<file path="src/rtl/imem_loader_pkg.sv">
// Shared definitions for the instruction-memory boot loader.
// Imported by the loader RTL, the CPU system and the testbench.
package imem_loader_pkg;

    localparam int DEPTH_WORDS_DEF = 64;
    localparam int ADDR_W          = 8;
    localparam int CNT_W           = 7;
    localparam int DATA_W          = 32;

    typedef enum logic [2:0] {
        ST_IDLE  = 3'd0,
        ST_RECV  = 3'd1,
        ST_WRITE = 3'd2,
        ST_DONE  = 3'd3,
        ST_ERROR = 3'd4
    } ld_state_e;

    // Byte lane (0 = bits [7:0]) that a given byte index lands in.
    function automatic logic [1:0] lane_of(input logic [1:0] idx,
                                           input bit be);
        return be ? (2'd3 - idx) : idx;
    endfunction

endpackage

</file>
<file path="src/rtl/imem_loader_assembler.sv">
// Packs the incoming byte stream into 32-bit words.
// Holds the byte index and the assembly register.
module imem_loader_assembler
    import imem_loader_pkg::*;
#(
    parameter bit BIG_ENDIAN = 1'b1
) (
    input  logic              clk,
    input  logic              rst,
    input  logic              clr,
    input  logic              take,
    input  logic [7:0]        byte_in,
    output logic              idx_last,
    output logic [DATA_W-1:0] word_nxt
);

    logic [1:0]        idx_q;
    logic [1:0]        idx_d;
    logic [DATA_W-1:0] word_q;
    logic [DATA_W-1:0] word_d;
    logic [1:0]        lane;

    assign lane = lane_of(idx_q, BIG_ENDIAN);

    always_comb begin
        idx_d  = idx_q;
        word_d = word_q;
        if (clr) begin
            idx_d  = 2'd0;
            word_d = '0;
        end else if (take) begin
            word_d[{lane, 3'b000} +: 8] = byte_in;
            idx_d = idx_q + 2'd1;
        end
    end

    always_ff @(posedge clk or posedge rst) begin
        if (rst) begin
            idx_q  <= 2'd0;
            word_q <= '0;
        end else begin
            idx_q  <= idx_d;
            word_q <= word_d;
        end
    end

    // The owner latches the completed word on the same edge as byte 3.
    assign idx_last = (idx_q == 2'd3);
    assign word_nxt = word_d;

endmodule

</file>
<file path="src/rtl/imem_loader.sv">
// Boot loader: streams program bytes into instruction memory
// while holding the CPU in reset.
module imem_loader
    import imem_loader_pkg::*;
#(
    parameter int DEPTH_WORDS = DEPTH_WORDS_DEF,
    parameter bit BIG_ENDIAN  = 1'b1
) (
    input  logic              SYS_clk,
    input  logic              SYS_reset,
    input  logic              LD_start,
    input  logic              LD_byte_valid,
    input  logic [7:0]        LD_byte,
    input  logic              LD_last,
    output logic              LD_byte_ready,
    output logic              IMEM_wr_en,
    output logic [ADDR_W-1:0] IMEM_wr_addr,
    output logic [DATA_W-1:0] IMEM_wr_data,
    output logic              LD_cpu_hold,
    output logic              LD_done,
    output logic              LD_error,
    output logic [CNT_W-1:0]  LD_word_count
);

    localparam logic [CNT_W-1:0] DEPTH_CNT = CNT_W'(DEPTH_WORDS);

    ld_state_e         state_q, state_d;
    logic [CNT_W-1:0]  cnt_q, cnt_d;
    logic [CNT_W-1:0]  cnt_inc;
    logic [ADDR_W-1:0] addr_q, addr_d;
    logic [DATA_W-1:0] data_q, data_d;
    logic              last_q, last_d;
    logic              done_q, done_d;
    logic              err_q, err_d;
    logic              rdy_q, rdy_d;
    logic              hold_q, hold_d;
    logic              wen_q, wen_d;

    logic              take;
    logic              asm_clr;
    logic              idx_last;
    logic [DATA_W-1:0] word_nxt;

    assign take    = LD_byte_valid & rdy_q;
    assign cnt_inc = cnt_q + 1'b1;

    imem_loader_assembler #(
        .BIG_ENDIAN (BIG_ENDIAN)
    ) u_asm (
        .clk      (SYS_clk),
        .rst      (SYS_reset),
        .clr      (asm_clr),
        .take     (take),
        .byte_in  (LD_byte),
        .idx_last (idx_last),
        .word_nxt (word_nxt)
    );

    always_comb begin
        state_d = state_q;
        cnt_d   = cnt_q;
        addr_d  = addr_q;
        data_d  = data_q;
        last_d  = last_q;
        done_d  = done_q;
        err_d   = err_q;
        asm_clr = 1'b0;
        unique case (state_q)
            ST_IDLE, ST_DONE, ST_ERROR: begin
                if (LD_start) begin
                    state_d = ST_RECV;
                    cnt_d   = '0;
                    done_d  = 1'b0;
                    err_d   = 1'b0;
                    asm_clr = 1'b1;
                end
            end
            ST_RECV: begin
                if (take) begin
                    if (idx_last) begin
                        state_d = ST_WRITE;
                        data_d  = word_nxt;
                        addr_d  = ADDR_W'({cnt_q, 2'b00});
                        last_d  = LD_last;
                    end else if (LD_last) begin
                        // Program ended mid-word: abort without a write.
                        state_d = ST_ERROR;
                        err_d   = 1'b1;
                    end
                end
            end
            ST_WRITE: begin
                cnt_d = cnt_inc;
                if (last_q) begin
                    state_d = ST_DONE;
                    done_d  = 1'b1;
                end else if (cnt_inc == DEPTH_CNT) begin
                    state_d = ST_ERROR;
                    err_d   = 1'b1;
                end else begin
                    state_d = ST_RECV;
                end
            end
            default: state_d = ST_IDLE;
        endcase
    end

    // Handshake and strobe outputs are decoded from the next state
    // so they are flops aligned with the state they describe.
    always_comb begin
        rdy_d  = (state_d == ST_RECV);
        hold_d = (state_d == ST_RECV) || (state_d == ST_WRITE);
        wen_d  = (state_d == ST_WRITE);
    end

    always_ff @(posedge SYS_clk or posedge SYS_reset) begin
        if (SYS_reset) begin
            state_q <= ST_IDLE;
            cnt_q   <= '0;
            addr_q  <= '0;
            data_q  <= '0;
            last_q  <= 1'b0;
            done_q  <= 1'b0;
            err_q   <= 1'b0;
            rdy_q   <= 1'b0;
            hold_q  <= 1'b0;
            wen_q   <= 1'b0;
        end else begin
            state_q <= state_d;
            cnt_q   <= cnt_d;
            addr_q  <= addr_d;
            data_q  <= data_d;
            last_q  <= last_d;
            done_q  <= done_d;
            err_q   <= err_d;
            rdy_q   <= rdy_d;
            hold_q  <= hold_d;
            wen_q   <= wen_d;
        end
    end

    assign LD_byte_ready = rdy_q;
    assign IMEM_wr_en    = wen_q;
    assign IMEM_wr_addr  = addr_q;
    assign IMEM_wr_data  = data_q;
    assign LD_cpu_hold   = hold_q;
    assign LD_done       = done_q;
    assign LD_error      = err_q;
    assign LD_word_count = cnt_q;

endmodule
</file>
<file path="config.mk">
export PLATFORM = sky130hd
export DESIGN_NAME = imem_loader
export DESIGN_NICKNAME = d
export VERILOG_FILES = /design/src/rtl/imem_loader_pkg.sv /design/src/rtl/imem_loader_assembler.sv /design/src/rtl/imem_loader.sv
export SDC_FILE = /design/constraint.sdc
export NUM_CORES = 1
export LEC_CHECK = 0
export ABC_AREA = 1
export BUFFER_PORTS_ARGS = -buffer_cell sky130_fd_sc_hd__buf_2
export CAP_MARGIN = 10
export CORE_UTILIZATION = 53
export CTS_BUF_LIST = sky130_fd_sc_hd__clkbuf_8
export DETAILED_ROUTE_END_ITERATION = 16
export GPL_TIMING_DRIVEN = 0
export PLACE_DENSITY = 0.81
export SYNTH_ARGS = -nofsm -noshare
export SYNTH_HDL_FRONTEND = slang
export SYNTH_SLANG_ARGS = --single-unit
</file>
<file path="constraint.sdc">
create_clock -name SYS_clk -period 3.1 [get_ports SYS_clk]
set_clock_uncertainty 0.2 [all_clocks]
set_input_delay 0.465 -clock SYS_clk [delete_from_list [all_inputs] [get_ports SYS_clk]]
set_output_delay 0.465 -clock SYS_clk [all_outputs]
set_load 0.01 [all_outputs]
</file>
==> results of run 1 <==
## metal layers
layer  global-route usage  wire [microns]  up-vias
met5                    0               0        -
met4               0.0938             167        0
met3               0.0323             321       16
met2                0.388            3970       83
met1                0.323            4040     1539
li1                     -               -     1632
## cells by family after synthesis
family,Yosys count,share of synthesized area
compound gates,76,0.100
xor+xnor,1,0.00216
fa+ha+maj,7,0.0216
buf+inv,71,0.0802
flops,88,0.543
other cells,1,0.000925
simple gates,227,0.252
## through the flow
stage | util | instances | hold WS (ns) | TNS, ns
final | 0.642 | 651 | 0.191 | 0
after global routing | 0.642 | 651 | 0.226 | 0
after CTS | 0.642 | 651 | 0.185 | 0
after detailed placement | 0.617 | 634 | 0.261 | 0
after global placement | 0.613 | 633 | 0.254 | -64.68
after floorplan | - | 472 | 0.259 | 0
## flip-flops by register name, summed over array words and instances, names as in the netlist
name           flops
IMEM_wr_addr       6
IMEM_wr_data      32
IMEM_wr_en         1
LD_byte_ready      1
LD_cpu_hold        1
LD_done            1
LD_error           1
LD_word_count      7
last_q             1
state_q            3
u_asm.idx_q        2
u_asm.word_q      32
## timing repair
| action | in CTS | in global routing |
|---|---|---|
| hold buffers | 1 | 0 |
| resized for setup | 0 | 0 |
| endpoints found under the hold margin | 39 | 0 |
| endpoints found under the setup margin | 0 | 0 |
## cell usage after synthesis (all sizes together)
master,instances,area share
conb,1,0.00093
clkinv,1,0.00093
nand4,9,0.014
clkbuf,2,0.0019
o31ai,1,0.0019
o21ai,73,0.095
nor2,35,0.055
o21bai,2,0.0037
dfrtp,88,0.54
and3,1,0.0015
ha,7,0.022
nand2,163,0.15
xor2,1,0.0022
buf,15,0.027
inv,53,0.051
nand3,19,0.029
## final timing paths
check | end | slack, ns | cells after the start
setup / recovery | IMEM_wr_data[7]$_DFFE_PP0P_ | 0.35 | 8
hold / removal | state_q[2]$_DFF_PP0_ | 0.19 | 4
setup reg to reg | IMEM_wr_data[7]$_DFFE_PP0P_ | 0.35 | 8
hold reg to reg | LD_error$_DFFE_PP0P_ | 0.28 | 2
max in group asynchronous | u_asm.word_q[0]$_DFF_PP0_ | 1.62 | 4
min in group asynchronous | last_q$_DFFE_PP0P_ | 0.49 | 3
## critical path, cell delays in order (launching register included)
cell and delay (ns):
dfrtp_1 0.46, clkinv_1 0.32, clkbuf_1 0.33, ha_1 0.37
inv_1 0.20, nand4_1 0.31, o21ai_0 0.26, nand2_1 0.11
o21ai_1 0.13
## report_power, final
group,total (mW),internal [mW],switching [mW]
combinational,1.13,0.373,0.753
sequential,1.50,1.39,0.114
clock,0.719,0.291,0.428
total,3.34,2.05,1.29
## cell usage in the layout (no fill, tap or decap), drive strengths merged
master	Yosys	layout
nand2	163	163
clkbuf	2	11
inv	53	55
dlygate4sd3	0	1
buf	15	78
and3	1	1
clkinv	1	3
o31ai	1	1
clkinvlp	0	3
nand3	19	19
nor2	35	35
nand4	9	9
ha	7	7
xor2	1	1
dfrtp	88	88
conb	1	2
o21bai	2	2
o21ai	73	73
## final cells by class
cell class,count,area [sq um]
Multi-Input combinational cell,313,1530
Buffer,17,115
Sequential cell,88,2200
Inverter,54,213
Timing Repair Buffer,64,348
Clock buffer,9,124
Tap cell,99,124
Clock inverter,7,48.8
Fill cell,655,2630
==> run_results.csv, run 1 <==
group,metric,value,unit
clock_network,insertion_delay,0.36,ns
setup_path,crit_path_max_fanout,11,
floorplan,initial_core_util,0.553,
timing,slew_violations,0,
global_routing,grt_max_degree,50,
min_path,hold_start,"LD_start",
clock_network,cts.clk_slew.worst_paths,0.09,ns
place,pre_cts_ws,0.408,ns
synth,synth-seq-cells,88,
job,drv_cap,0,
cells_and_area,num-nets-final,567,
place,dp_hpwl,6170,microns
clock_network,post_cts_buffers,0,
timing,tightestPinTransition,0.507,ns
floorplan,core_area,7330,sq um
timing,post-route-period-util,0.888,
timing,timing.fmax,363,MHz
global_routing,antenna_found_initial,0,
synth,yosys_warnings,0,
detailed_routing,routed_wirelength,8500,microns
cells_and_area,area_growth,16.0,%
synth,synth_area_per_cell,8.61,sq um
clock_network,cts-root-buf,"clkbuf_8",
run_status,status,"complete, no violations",
detailed_routing,first_pass_iters,5,
global_routing,grt_pass1_vias,3092,
clock_network,htree_num_levels,3,
global_routing,track_usage,0.238,
cells_and_area,drive_above_1_share,0.225,
clock_network,cts_buffer_depth,2,
timing,rsz0062_at_grt,"false",
place,placed_cell_area,4520,sq um
clock_network,numCtsBuffers,9,
detailed_routing,vias,3270,
global_routing,grt_pass1_wl,14300,microns
detailed_routing,ant_nets,0,
timing,final_hold_viol_count,0,
cells_and_area,postLayoutCellArea,4700,sq um
floorplan,die_area,8000,sq um
pwr,powerDensity,711,nW/um^2
setup_path,crit_path_start,"u_asm.idx_q[0]$_DFFE_PP0P_",
detailed_routing,wl_per_cell,13.1,microns
floorplan,row_count,31,
synth,ys_seq_area_frac,0.543,
global_routing,overflow,0,
clock_network,clock-sinks,88,
clock_network,cts_tree,"yes",
floorplan,die_y,89.5,microns
setup_path,rr_startpoint,"u_asm.idx_q[0]$_DFFE_PP0P_",
pwr,power.static_leakage,2.66,nW
setup_path,worstPathRequired,3.19,ns
synth,synth_area,4050,sq um
floorplan,io_pins,65,
floorplan,fp.dieW,89.5,microns
cells_and_area,antenna_cells,0,
pwr,max-vdd-ir-drop,388,uV
setup_path,worstSetupStartpointType,"register",
timing,fin_ws,0.347,ns
detailed_routing,routed_via_density,5.02,
detailed_routing,drc,0,
timing,max_slew_margin,0.662,
setup_path,path_class,"register to register",
synth,syn_inst,471,
min_path,min_path_type,"input port to register",
timing,setup_viol,0,
setup_path,cp-end-kind,"register",
place,gp_congestion,0.872,
place,io_buffers,62,
pwr,finalPower,3.34,mW
setup_path,crit_arrival,2.84,ns
synth,synth_cell_types,29,
timing,period_minus_slack,2.75,ns
detailed_routing,drt-initial-drc-count,177,
Note: power is estimated with default switching activity, not from simulation.
==> run 2: changes to the inputs <==
--- a/config.mk
+++ b/config.mk
@@ -13,6 +13,8 @@
 export DETAILED_ROUTE_END_ITERATION = 16
 export GPL_TIMING_DRIVEN = 0
 export PLACE_DENSITY = 0.81
+export RECOVER_POWER = 100
+export SETUP_SLACK_MARGIN = 0.5
 export SYNTH_ARGS = -nofsm -noshare
 export SYNTH_HDL_FRONTEND = slang
 export SYNTH_SLANG_ARGS = --single-unit
==> run 2 against run 1 <==
Net effect: register-to-register slack improved by 0.20 ns; critical endpoint is now IMEM_wr_data[6]$_DFFE_PP0P_; hold slack better by 0.0069 ns; clock-buffer cell count is 1 higher; flip-flop and latch count unchanged; combinational power decreased by 7%; final cell count increased by 0.31%; core utilization down 1.3 points.
==> run_results.csv, run 2 (same netlist as run 1, synthesis figures left out) <==
group,metric,value,unit
run_status,status,"complete, no violations",
job,drv_cap,0,
global_routing,grt_util_met2,0.384,
setup_path,worstSetupStartpointType,"register",
cells_and_area,layout.cells.most_common_list,"nand2_1, dfrtp_1, o21ai_0, clkbuf_1, inv_1",
clock_network,cts_tree,"yes",
cells_and_area,fillers,697,
global_routing,grt_pass1_vias,2972,
place,io_buffers,62,
place,pre_cts_ws,0.439,ns
clock_network,htree_num_levels,3,
pwr,powerDensity,729,nW/um^2
global_routing,overflow,0,
timing,timing.fmax,391,MHz
cells_and_area,final-seq-area,2200,sq um
pwr,power.static_leakage,2.42,nW
clock_network,cts-root-buf,"clkbuf_8",
cells_and_area,antenna_cells,0,
detailed_routing,routed_wirelength,8630,microns
floorplan,die_y,89.5,microns
floorplan,io_pins,65,
cells_and_area,area_growth,13.7,%
cells_and_area,final_common_cell,"nand2_1",
cells_and_area,num-nets-final,569,
global_routing,track_usage,0.231,
global_routing,top_usage_layer,"met2",
timing,setup_viol,0,
floorplan,row_count,31,
setup_path,crit_path_max_fanout,11,
setup_path,critical-path-max-stage-delay,0.46,ns
detailed_routing,vias,3227,
setup_path,slowest_stage,"dfrtp_1",
timing,slew_violations,0,
clock_network,insertion_delay,0.35,ns
detailed_routing,drc,0,
clock_network,clock-sinks,88,
global_routing,grt_max_degree,45,
detailed_routing,ant_nets,0,
detailed_routing,wl_per_cell,13.2,microns
global_routing,antenna_found_initial,0,
floorplan,initial_core_util,0.553,
timing,final_hold_viol_count,0,
floorplan,die_area,8000,sq um
cells_and_area,drive_above_1_share,0.110,
setup_path,path_class,"register to register",
clock_network,numCtsBuffers,9,
setup_path,crit_arrival,2.62,ns
clock_network,cts.clk_slew.worst_paths,0.09,ns
detailed_routing,routed_via_density,4.94,
global_routing,met1_usage,0.314,
setup_path,worstPathRequired,3.17,ns
timing,whs,0.198,ns
floorplan,fp.dieW,89.5,microns
min_path,min_path_type,"input port to register",
setup_path,worstPathCellList,"clkinv_2 > clkbuf_1 > ha_1 > inv_1 > nand4_1 > clkbuf_1 > o21ai_0 > nand2_1 > o21ai_0",
timing,fin_ws,0.545,ns
min_path,holdPathStages,4,
timing,post-route-period-util,0.824,
clock_network,cts_buffer_depth,2,
timing,tightestPinTransition,1.06,ns
place,gp_congestion,0.877,
timing,period_minus_slack,2.55,ns
detailed_routing,first_pass_iters,4,
detailed_routing,drt-initial-drc-count,157,
floorplan,core_area,7330,sq um
setup_path,cp-end-kind,"register",
place,dp_hpwl,6180,microns
global_routing,grt_pass1_wl,13900,microns
global_routing,grtUsageMet3,0.0314,
timing,max_slew_margin,0.296,
setup_path,worst-r2r-cell-count,9,
timing,rsz0062_at_grt,"false",
timing,fin_setup_tns,0,ns
pwr,max-vdd-ir-drop,439,uV
cells_and_area,multi_input_area,1480,sq um
## run 2: changes by cell type in the layout (fill, tap and decap cells not counted), sizes merged
cell / before / now
clkbuf: 11 / 68
buf: 78 / 24
inv: 55 / 51
clkinvlp: 3 / 5
bufinv: 0 / 1
## run 2: per-stage QoR
stage / util / instances / power, mW / instance area (sq um)
after floorplan: - / 472 / 2.32 / 4060
final: 0.629 / 653 / 3.36 / 4610
after CTS: 0.648 / 652 / 3.45 / 4750
after global routing: 0.629 / 653 / 3.60 / 4610
after global placement: 0.613 / 633 / 2.60 / 4500
after detailed placement: 0.619 / 635 / 2.65 / 4540
## run 2: final timing paths
| kind | from | endpoint | slack [ns] |
|---|---|---|---|
| worst max-delay path | u_asm.idx_q[0]$_DFFE_PP0P_ | IMEM_wr_data[6]$_DFFE_PP0P_ | 0.55 |
| worst min-delay path | LD_start | state_q[2]$_DFF_PP0_ | 0.20 |
| worst max register to register | u_asm.idx_q[0]$_DFFE_PP0P_ | IMEM_wr_data[6]$_DFFE_PP0P_ | 0.55 |
| worst min register to register | LD_error$_DFFE_PP0P_ | LD_error$_DFFE_PP0P_ | 0.28 |
| max in group asynchronous | SYS_reset | u_asm.word_q[11]$_DFF_PP0_ | 1.18 |
| min in group asynchronous | SYS_reset | LD_word_count[2]$_DFFE_PP0P_ | 0.33 |
## run 2: layout make-up
type,count,area share
Tap cell,99,0.0269
Clock inverter,6,0.0149
Buffer,17,0.0242
Inverter,54,0.0461
Clock buffer,10,0.0299
Multi-Input combinational cell,313,0.321
Sequential cell,88,0.478
Timing Repair Buffer,66,0.0589
## run 2: where the power goes
part / switching, mW / internal [mW] / leakage, nW
registers: 0.112 / 1.39 / 1.21
clock network: 0.415 / 0.395 / 0.0907
logic: 0.723 / 0.331 / 1.12
total: 1.25 / 2.11 / 2.42
## run 2: timing repair
| action | in CTS | in global routing |
|---|---|---|
| hold endpoints to repair | 1 | 0 |
| buffers inserted | 0 | 1 |
| pin swaps | 0 | 1 |
| endpoints found under the setup margin | 10 | 29 |
| gates cloned | 0 | 0 |
| hold buffers | 1 | 0 |
| gates resized for setup | 1 | 4 |
## run 2: routing by layer
layer | up-vias | part of all wire | wire length, microns
met2 | 62 | 0.48 | 4160
li1 | 1635 | - | -
met3 | 14 | 0.034 | 296
met5 | - | 0 | 0
met4 | 0 | 0.015 | 128
met1 | 1516 | 0.47 | 4040
## run 2: critical path, delay by kind of cell (launching register included)
family	cells	cell delay (ns)
flip-flops	1	0.46
AO/OA/AOI/OAI	2	0.37
buffers and inverters	4	0.92
AND/OR/NAND/NOR	2	0.21
adder cells (fa/ha/maj)	1	0.32
